[src/rtl/spi_frame_sequencer.sv]
// spi_frame_sequencer
//   Sweeps all enabled motors on a shared SPI bus. For each motor it selects
//   the slave, pushes a FRAME_WORDS command frame through the SPI master word
//   interface and unpacks the returned status words into a one-cycle record.
//   A per-word watchdog aborts a stalled frame and flags the motor.
// Ports
//   clock, reset_n          : clock, async active-low reset
//   start, motor_enable     : sweep request / per-motor include mask
//   pwm_ref                 : 16-bit signed setpoint per motor
//   di_req, write_ack, data_read_valid, data_read, ss_n : SPI master side
//   word, wren, motor_sel   : transmit word, write request, slave index
//   busy, sweep_done        : sweep status
//   frame_valid, rec_motor, position..sensor2 : per-motor record
//   error_mask              : sticky timeout flags of the current sweep
module spi_frame_sequencer #(
  parameter int          NUM_MOTORS  = 6,
  parameter int          FRAME_WORDS = 12,
  parameter logic [15:0] HEADER      = 16'h8000,
  parameter int          TIMEOUT     = 2000
) (
  input  logic                       clock,
  input  logic                       reset_n,
  input  logic                       start,
  input  logic [NUM_MOTORS-1:0]      motor_enable,
  input  logic [16*NUM_MOTORS-1:0]   pwm_ref,
  input  logic                       di_req,
  input  logic                       write_ack,
  input  logic                       data_read_valid,
  input  logic [15:0]                data_read,
  input  logic                       ss_n,
  output logic [15:0]                word,
  output logic                       wren,
  output logic [3:0]                 motor_sel,
  output logic                       busy,
  output logic                       sweep_done,
  output logic                       frame_valid,
  output logic [3:0]                 rec_motor,
  output logic signed [31:0]         position,
  output logic signed [15:0]         velocity,
  output logic signed [15:0]         current,
  output logic signed [15:0]         displacement,
  output logic signed [15:0]         sensor1,
  output logic signed [15:0]         sensor2,
  output logic [NUM_MOTORS-1:0]      error_mask
);

  localparam logic [7:0]      FW_C   = 8'(FRAME_WORDS);
  localparam int              WD_W   = $clog2(TIMEOUT + 1);
  localparam logic [WD_W-1:0] WD_MAX = WD_W'(TIMEOUT - 1);

  typedef enum logic [2:0] {IDLE, SELECT, SEND, DRAIN, NEXT} state_t;

  state_t                     state_q, state_d;
  logic [3:0]                 m_q, m_d;
  logic [7:0]                 tx_q, tx_d, rx_q, rx_d;
  logic [WD_W-1:0]            wd_q, wd_d;
  logic                       armed_q, armed_d, first_q, first_d;
  logic [15:0]                word_q, word_d;
  logic                       wren_q, wren_d, busy_q, busy_d, done_q, done_d, fv_q, fv_d;
  logic [3:0]                 sel_q, sel_d, rec_q, rec_d;
  logic [31:0]                pos_q, pos_d;
  logic [15:0]                vel_q, vel_d, cur_q, cur_d, disp_q, disp_d, s1_q, s1_d, s2_q, s2_d;
  logic [NUM_MOTORS-1:0]      err_q, err_d;
  // staging for rx words 5..11; copied to the outputs only on frame_valid
  logic [6:0][15:0]           st_q, st_d;
  // edge detectors: registered pulses plus the word captured alongside
  logic                       ack_d_q, ack_d_d, ack_rise_q, ack_rise_d;
  logic                       drv_d_q, drv_d_d, drv_fall_q, drv_fall_d;
  logic [15:0]                rxw_q, rxw_d;
  logic [4:0]                 nxt, first_pick;
  logic [15:0]                pwm_sel;

  // lowest enabled index strictly above lo; bit 4 = found
  function automatic logic [4:0] pick(input logic [NUM_MOTORS-1:0] en, input int lo);
    logic [4:0] r;
    r = '0;
    for (int i = NUM_MOTORS - 1; i >= 0; i--)
      if (en[i] && i > lo) r = {1'b1, 4'(i)};
    return r;
  endfunction

  always_comb begin
    pwm_sel = '0;
    for (int i = 0; i < NUM_MOTORS; i++)
      if (m_q == 4'(i)) pwm_sel = pwm_ref[16*i +: 16];
  end

  always_comb begin
    state_d = state_q;  m_d = m_q;  tx_d = tx_q;  rx_d = rx_q;  wd_d = wd_q;
    armed_d = armed_q;  first_d = first_q;  word_d = word_q;  wren_d = wren_q;
    sel_d = sel_q;  busy_d = busy_q;  done_d = 1'b0;  fv_d = 1'b0;  rec_d = rec_q;
    pos_d = pos_q;  vel_d = vel_q;  cur_d = cur_q;  disp_d = disp_q;
    s1_d = s1_q;  s2_d = s2_q;  err_d = err_q;  st_d = st_q;
    ack_d_d    = write_ack;
    ack_rise_d = write_ack & ~ack_d_q;
    drv_d_d    = data_read_valid;
    drv_fall_d = ~data_read_valid & drv_d_q;
    rxw_d      = data_read;
    nxt        = pick(motor_enable, int'(m_q));
    first_pick = pick(motor_enable, -1);

    case (state_q)
      IDLE: if (start) begin
        err_d = '0;
        if (first_pick[4]) begin
          m_d = first_pick[3:0];  sel_d = first_pick[3:0];
          busy_d = 1'b1;  state_d = SELECT;
        end else begin
          done_d = 1'b1;
        end
      end
      SELECT: if (ss_n) begin
        tx_d = '0;  rx_d = '0;  wd_d = '0;
        armed_d = 1'b1;  first_d = 1'b1;  state_d = SEND;
      end
      SEND, DRAIN: begin
        wd_d = wd_q + 1'b1;
        if (state_q == SEND) begin
          // armed_q low means a word is outstanding, so only then is an ack meaningful
          if (ack_rise_q && !armed_q) begin
            wren_d = 1'b0;  tx_d = tx_q + 1'b1;  armed_d = 1'b1;  wd_d = '0;
          end else if (armed_q && tx_q < FW_C && (first_q || di_req)) begin
            case (tx_q)
              8'd0:    word_d = HEADER;
              8'd1:    word_d = pwm_sel & 16'h7fff;
              default: word_d = '0;
            endcase
            wren_d = 1'b1;  armed_d = 1'b0;  first_d = 1'b0;  wd_d = '0;
          end
          if (tx_q == FW_C) state_d = DRAIN;
        end
        if (drv_fall_q) begin
          for (int k = 0; k < 7; k++)
            if (rx_q == 8'(k + 5)) st_d[k] = rxw_q;
          if (rx_q != 8'hff) rx_d = rx_q + 1'b1;
        end
        if (state_q == DRAIN && ss_n && rx_q >= 8'd12) begin
          fv_d = 1'b1;  rec_d = m_q;
          pos_d = {st_q[0], st_q[1]};  vel_d = st_q[2];  cur_d = st_q[3];
          disp_d = st_q[4];  s1_d = st_q[5];  s2_d = st_q[6];
          state_d = NEXT;
        end
        // watchdog wins over everything else this cycle
        if (wd_q == WD_MAX) begin
          wren_d = 1'b0;  fv_d = 1'b0;  rec_d = rec_q;
          pos_d = pos_q;  vel_d = vel_q;  cur_d = cur_q;
          disp_d = disp_q;  s1_d = s1_q;  s2_d = s2_q;
          err_d = err_q | (NUM_MOTORS'(1) << m_q);
          state_d = NEXT;
        end
      end
      NEXT: if (nxt[4]) begin
        m_d = nxt[3:0];  sel_d = nxt[3:0];  state_d = SELECT;
      end else begin
        done_d = 1'b1;  busy_d = 1'b0;  state_d = IDLE;
      end
      default: state_d = IDLE;
    endcase
  end

  always_ff @(posedge clock or negedge reset_n) begin
    if (!reset_n) begin
      state_q <= IDLE;  m_q <= '0;  tx_q <= '0;  rx_q <= '0;  wd_q <= '0;
      armed_q <= 1'b0;  first_q <= 1'b0;  word_q <= '0;  wren_q <= 1'b0;
      sel_q <= '0;  busy_q <= 1'b0;  done_q <= 1'b0;  fv_q <= 1'b0;  rec_q <= '0;
      pos_q <= '0;  vel_q <= '0;  cur_q <= '0;  disp_q <= '0;  s1_q <= '0;  s2_q <= '0;
      err_q <= '0;  st_q <= '0;
      ack_d_q <= 1'b0;  ack_rise_q <= 1'b0;  drv_d_q <= 1'b0;  drv_fall_q <= 1'b0;
      rxw_q <= '0;
    end else begin
      state_q <= state_d;  m_q <= m_d;  tx_q <= tx_d;  rx_q <= rx_d;  wd_q <= wd_d;
      armed_q <= armed_d;  first_q <= first_d;  word_q <= word_d;  wren_q <= wren_d;
      sel_q <= sel_d;  busy_q <= busy_d;  done_q <= done_d;  fv_q <= fv_d;  rec_q <= rec_d;
      pos_q <= pos_d;  vel_q <= vel_d;  cur_q <= cur_d;  disp_q <= disp_d;
      s1_q <= s1_d;  s2_q <= s2_d;  err_q <= err_d;  st_q <= st_d;
      ack_d_q <= ack_d_d;  ack_rise_q <= ack_rise_d;  drv_d_q <= drv_d_d;
      drv_fall_q <= drv_fall_d;  rxw_q <= rxw_d;
    end
  end

  assign word = word_q;  assign wren = wren_q;  assign motor_sel = sel_q;
  assign busy = busy_q;  assign sweep_done = done_q;  assign frame_valid = fv_q;
  assign rec_motor = rec_q;  assign position = pos_q;  assign velocity = vel_q;
  assign current = cur_q;  assign displacement = disp_q;  assign sensor1 = s1_q;
  assign sensor2 = s2_q;  assign error_mask = err_q;

endmodule
[config.mk]
export PLATFORM = sky130hd
export DESIGN_NAME = spi_frame_sequencer
export DESIGN_NICKNAME = d
export VERILOG_FILES = /design/src/rtl/spi_frame_sequencer.sv
export SDC_FILE = /design/constraint.sdc
export NUM_CORES = 1
export LEC_CHECK = 0
export ABC_AREA = 1
export BUFFER_PORTS_ARGS = -buffer_cell sky130_fd_sc_hd__buf_2
export CAP_MARGIN = 20
export CORE_MARGIN = 2
export CORE_UTILIZATION = 35
export CTS_CLUSTER_DIAMETER = 100
export DETAILED_ROUTE_END_ITERATION = 7
export GPL_ROUTABILITY_DRIVEN = 0
export SYNTH_ARGS = -nofsm -noshare
export SYNTH_HDL_FRONTEND = slang
export SYNTH_SLANG_ARGS = --single-unit
[constraint.sdc]
create_clock -name clock -period 2 [get_ports clock]
set_input_delay 0.4 -clock clock [delete_from_list [all_inputs] [get_ports clock]]
set_output_delay 0.4 -clock clock [all_outputs]
set_load 0.01 [all_outputs]
### Word level (Yosys, flattened, before mapping)

Cells that the tools add are included.

| word-level totals | value |
|---|---|
| logic and storage cells | 194 |
| bits of input ports | 125 |
| output and inout bits | 146 |
| register bits | 310 |

| operators by class | value |
|---|---|
| reductions and logical operators | 40 |
| magnitude comparators | 7 |
| add/sub/neg operators | 3 |
| eq/ne operators | 35 |
| bitwise logic cells | 7 |
| shift operators | 1 |
| muxes and demuxes | 69 |

Operator list:

| operator | number |
|---|---|
| $mux 15 | 6 |
| $mux 5 | 11 |
| $mux 11 | 4 |
| $eq 8x4->1 const B | 5 |
| $mux 8 | 5 |
| $pmux 16 s2 | 1 |
| $pmux 8 s2 | 2 |
| $reduce_and 3->1 | 10 |
| $eq 8x3->1 const B | 3 |
| $ne 2x2->1 const B | 12 |
| $reduce_and 4->1 | 6 |
| $pmux 11 s2 | 1 |
| $mux 3 | 7 |
| $mux 1 | 20 |
| $add 8x1->8 const B | 2 |
| $mux 4 | 3 |
| $mux 6 | 2 |
| $pmux 3 s4 | 1 |
| $pmux 6 s2 | 1 |
| $add 11x1->11 const B | 1 |
| $eq 11x11->1 const B | 1 |
| $logic_and 1x1->1 | 10 |
| $reduce_and 5->1 | 2 |
| $eq 4x2->1 const B | 2 |
| other kinds (29) | 44 |

### Depth between registers and ports, before layout

| depth | value |
|---|---|
| depth in word-level cells | 9 |
| depth in mapped cells | 12 |

### Least setup slack after synthesis

Ideal clock, no wire load.

| timing | value |
|---|---|
| path kind | reg-to-reg |
| from | register wd_q[0] |
| to | register pos_q[11] (netlist: position[11]) |
| data required time | 1.884 ns |
| stages on the path, launching flop included | 11 |
| period minus slack after synthesis | 1.569 ns |
| arrival time | 1.453 ns |
| path slack | 0.431 ns |
| cells stage by stage | dfrtp_1 > ha_1 > inv_1 > nor2_2 > nand3_1 > nand3_2 > buf_4 > buf_6 > buf_4 > nand2_1 > nand2_1 |

| between the ends | value |
|---|---|
| longest elaborated chain between the ends | 3 |

RTL lines:

| what | RTL line | text |
|---|---|---|
| start, declared | 56 | `logic [WD_W-1:0] wd_q, wd_d;` |
| start signal, assigned | 171 | `state_q <= state_d; m_q <= m_d; tx_q <= tx_d; rx_q <= rx_d; wd_q <= wd_d;` |
| $eq 11x11->1 | 144 | `if (wd_q == WD_MAX) begin` |
| $not 1->1 (no source line) | - |  |
| $reduce_and 3->1 (no source line) | - |  |
| end signal, assigned | 174 | `pos_q <= pos_d; vel_q <= vel_d; cur_q <= cur_d; disp_q <= disp_d;` |
| end, declared | 61 | `logic [31:0] pos_q, pos_d;` |

Every way passes these cells.
A chain may end at the register's enable or synchronous reset.

### Final worst setup path

| timing | value |
|---|---|
| from | register wd_q[0] |
| to | register cur_q[7] (netlist: current[7]) |

| between the ends | value |
|---|---|
| longest elaborated chain between the ends | 3 |

RTL lines:

| what | RTL line | text |
|---|---|---|
| $eq 11x11->1 | 144 |  |
| $not 1->1 (no source line) | - |  |
| $reduce_and 3->1 (no source line) | - |  |
| end signal, assigned | 174 |  |
| end, declared | 62 | `logic [15:0] vel_q, vel_d, cur_q, cur_d, disp_q, disp_d, s1_q, s1_d, s2_q, s2_d;` |

Every way passes these cells.

==> impl_metrics.py <==
metrics = {
    "outcome": {
        "outcome": "finished, final reports clean",
    },
    "synth": {
        "synth.area.top_cells": "sky130_fd_sc_hd__dfrtp_1 (60%), sky130_fd_sc_hd__nand2_1 (19%), sky130_fd_sc_hd__o21ai_0 (6.1%)",
        "synth.ff_latch_count": 308,
        "synthCells": 1502,
        "ys_seq_area_share_pct": 59.95,
        "synth.top_cell.area_share_pct": 59.95,
        "synth_area_per_cell_um2": 8.559,
        "synth.cells.most_frequent": "sky130_fd_sc_hd__nand2_1 (662), sky130_fd_sc_hd__dfrtp_1 (308), sky130_fd_sc_hd__o21ai_0 (156)",
        "synth-main-ff-cell": "sky130_fd_sc_hd__dfrtp_1",
        "syn_area_um2": 12860,
        "asyncSetResetFlopFracSynth_pct": 100.0,
        "post-synth-top-area-cell": "sky130_fd_sc_hd__dfrtp_1",
        "synth_edf_count": 0,
        "synth_cell_type_count": 32,
        "cell_with_the_most_instances_after_synthesis": "sky130_fd_sc_hd__nand2_1",
        "synth_warnings": 0,
    },
    "final_layout": {
        "antenna_cells_inserted": 0,
        "fillers": 3559,
        "layout.cell_area.non_filler_um2": 16380,
        "layout-drive-gt1-share_pct": 21.00,
        "nNetsFinal": 1930,
        "instances_no_fill": 2292,
        "layout-area-overhead-vs-synth_pct": 27.39,
    },
    "floorplanning": {
        "top_level_ports": 271,
        "floorplan.initialDensity_pct": 35.37,
        "die_height_um": 195.7,
        "core.rowCount": 70,
        "die_w_um": 195.7,
        "die_area_um2": 38280,
        "core_region_area_um2": 36350,
    },
    "clock_tree": {
        "clkLatencyLatePin_ns": 0.52,
        "cts_htree_levels": 2,
        "tritoncts_clock_tree": "built",
        "post_cts.repair.setup_buffers": 0,
        "cts.clk_slew.worst_paths_ns": 0.06,
        "cts_root_buffer": "sky130_fd_sc_hd__clkbuf_16",
        "clock_sink_count": 308,
        "cts_inserted_buffers": 36,
        "cts-root-to-sink-buffers": 3,
    },
    "hold_path": {
        "timing.hold.worst.class": "input port to flop",
        "whs_path_cells": 1,
    },
    "place": {
        "dpl.cell_count": 2208,
        "dpl-instance-area_um2": 14850,
        "buffer_ports.inserted": 262,
        "place_hpwl_mm": 24.23,
    },
    "sta": {
        "skew_ns": 0.02277,
        "slew_viol_final": 0,
        "post-route-period-util_pct": 91.08,
        "final-setup-viol-count": 0,
        "worst-slew-pin-transition_ns": 0.7270,
        "number_of_hold_violations_in_the_final_report": 0,
        "final.setup.tns_ns": 0,
        "slew_headroom_pct": 51.21,
        "max_freq_ghz": 0.5490,
        "fin_crit_ns": 1.822,
        "rsz_0062_raised_after_global_routing": "no",
    },
    "critical_path": {
        "timing.critical_path.from_type": "flop",
        "worst_setup_ep_type": "flop",
        "worst_endpoint_required_time_ns": 2.41,
        "setup.worst_path.class": "flop to flop",
        "critical_path_arrival_ns": 2.23,
        "r2r.worst_path.cells": 9,
        "critical_path.max_fanout": 49,
    },
    "global_routing": {
        "first_global_vias": 10760,
        "overflow": 0,
        "initial_antenna_violation_count": 6,
        "largest_net_degree_at_the_start_of_global_routing": 119,
        "gr-usage-all-layers_pct": 19.05,
        "wire_length_of_the_first_global_routing_pass_mm": 57.94,
    },
    "routing": {
        "antenna_viol_nets_final": 0,
        "drc": 0,
        "firstDrtPassIters": 5,
        "wirelength_met1_mm": 16.87,
        "post_dr_wirelength_cell_um": 15.97,
        "drtIter0Drc": 754,
        "routed_wire_length_on_met2_mm": 17.24,
        "vias": 10870,
        "top_layer": "met4",
        "routed-wl-met3_mm": 1.611,
        "vias_per_instance": 4.741,
        "route.final.wire_length_mm": 36.60,
    },
    "power": {
        "power.density_nw_per_um2": 1123,
        "cellLeakagePower_nw": 8.955,
        "worst_ir_drop_on_vdd_v": 0.0005965,
    },
    "job": {
        "max-cap-violations": 0,
    },
}
==> registers in the layout (all words and copies together), names as in the netlist, 3 cells and up <==
name and count:
st_q 112, sensor2 16, rec_motor 3, word 16, position 32, rx_q 8
tx_q 8, motor_sel 3, current 16, wd_q 11, error_mask 6, state_q 3
velocity 16, rxw_q 16, displacement 16, sensor1 16
==> cell type report <==
cell class | count | area (um2) | share of cell area (%)
Timing Repair Buffer | 319 | 1927 | 11.77
Clock inverter | 16 | 262.8 | 1.604
Tap cell | 468 | 585.6 | 3.576
Inverter | 73 | 275.3 | 1.681
Clock buffer | 49 | 1040 | 6.349
Sequential cell | 308 | 7707 | 47.06
Multi-Input combinational cell | 1059 | 4579 | 27.96
==> report_power, final <==
group	internal (W)	leakage (nW)	switching (W)
combinational	0.00134	4.10	0.00241
sequential	0.00703	4.21	0.000526
clock	0.00445	0.643	0.00264
==> logic make-up after synthesis <==
family                   Yosys count  synth area share (%)
buffers and inverters            136                 4.574
AO/OA/AOI/OAI                    201                 8.039
adder cells (fa/ha/maj)            8                0.7786
AND/OR/NAND/NOR                  837                 25.87
flip-flops                       308                 59.95
XOR/XNOR                          10                0.6813
multiplexers                       1               0.07786
other                              1               0.02917
==> through the flow <==
| stage | setup slack, ns | utilization (%) | hold slack [ns] | total power, W |
|---|---|---|---|---|
| floorplan | 0.4305 | - | 0.1044 | 0.009855 |
| global placement | 0.09119 | 40.85 | 0.3831 | 0.01127 |
| detailed placement | 0.03363 | 40.85 | 0.3880 | 0.01136 |
| CTS | 0.01177 | 44.93 | 0.03523 | 0.01856 |
| global route | 0.0001761 | 45.06 | 0.03672 | 0.01949 |
| finish | 0.1785 | 45.06 | 0.05266 | 0.01840 |
==> worst paths after layout <==
| path | end | from | slack (ns) |
|---|---|---|---|
| hold / removal | drv_d_q | data_read_valid | 0.05 |
| hold reg to reg | ack_rise_q | ack_d_q | 0.39 |
| setup reg to reg | current[7] | wd_q[0] | 0.18 |
| setup / recovery | current[7] | wd_q[0] | 0.18 |
| min in group asynchronous | wd_q[0] | reset_n | 0.45 |
| max in group asynchronous | tx_q[1] | reset_n | 0.79 |
==> critical path, stage by stage (launching register included) <==
cell,delay (ns)
sky130_fd_sc_hd__dfrtp_1,0.39
sky130_fd_sc_hd__ha_1,0.19
sky130_fd_sc_hd__inv_1,0.06
sky130_fd_sc_hd__nor2_2,0.19
sky130_fd_sc_hd__nand3_2,0.17
sky130_fd_sc_hd__nand3_4,0.17
sky130_fd_sc_hd__clkinv_2,0.13
sky130_fd_sc_hd__buf_8,0.23
sky130_fd_sc_hd__nand2_1,0.11
sky130_fd_sc_hd__nand2_1,0.06
==> metal layers <==
metal,vias to the layer above,global-route usage [%]
li1,5342,-
met1,5207,26.15
met2,262,31.85
met3,56,2.630
met4,0,5.163
met5,-,0
==> cells in the final DEF (no fill, tap or decap), drive strengths merged <==
| cell | Yosys | routed |
|---|---|---|
| inv | 73 | 74 |
| nor3 | 14 | 14 |
| nand3 | 52 | 52 |
| xnor2 | 3 | 3 |
| o21ai | 166 | 166 |
| nand4 | 13 | 13 |
| xor2 | 7 | 7 |
| a21oi | 23 | 23 |
| conb | 1 | 2 |
| o21bai | 4 | 4 |
| nand3b | 2 | 2 |
| nor2 | 90 | 90 |
| or2 | 2 | 2 |
| bufinv | 0 | 6 |
| dlygate4sd3 | 0 | 18 |
| clkinvlp | 0 | 1 |
| clkinv | 0 | 8 |
| o22ai | 2 | 2 |
| mux2i | 1 | 1 |
| nand2 | 664 | 664 |
| o21a | 6 | 6 |
| dfrtp | 308 | 308 |
| ha | 8 | 8 |
| buf | 41 | 300 |
| clkbuf | 22 | 50 |
==> repair_timing <==
| action | in CTS | in global routing |
|---|---|---|
| endpoints found under the setup margin | 0 | 123 |
| resized for setup | 0 | 6 |
| hold buffers | 18 | 0 |
| endpoints found under the hold margin | 76 | 0 |
Note: power is estimated with default switching activity, not from simulation.
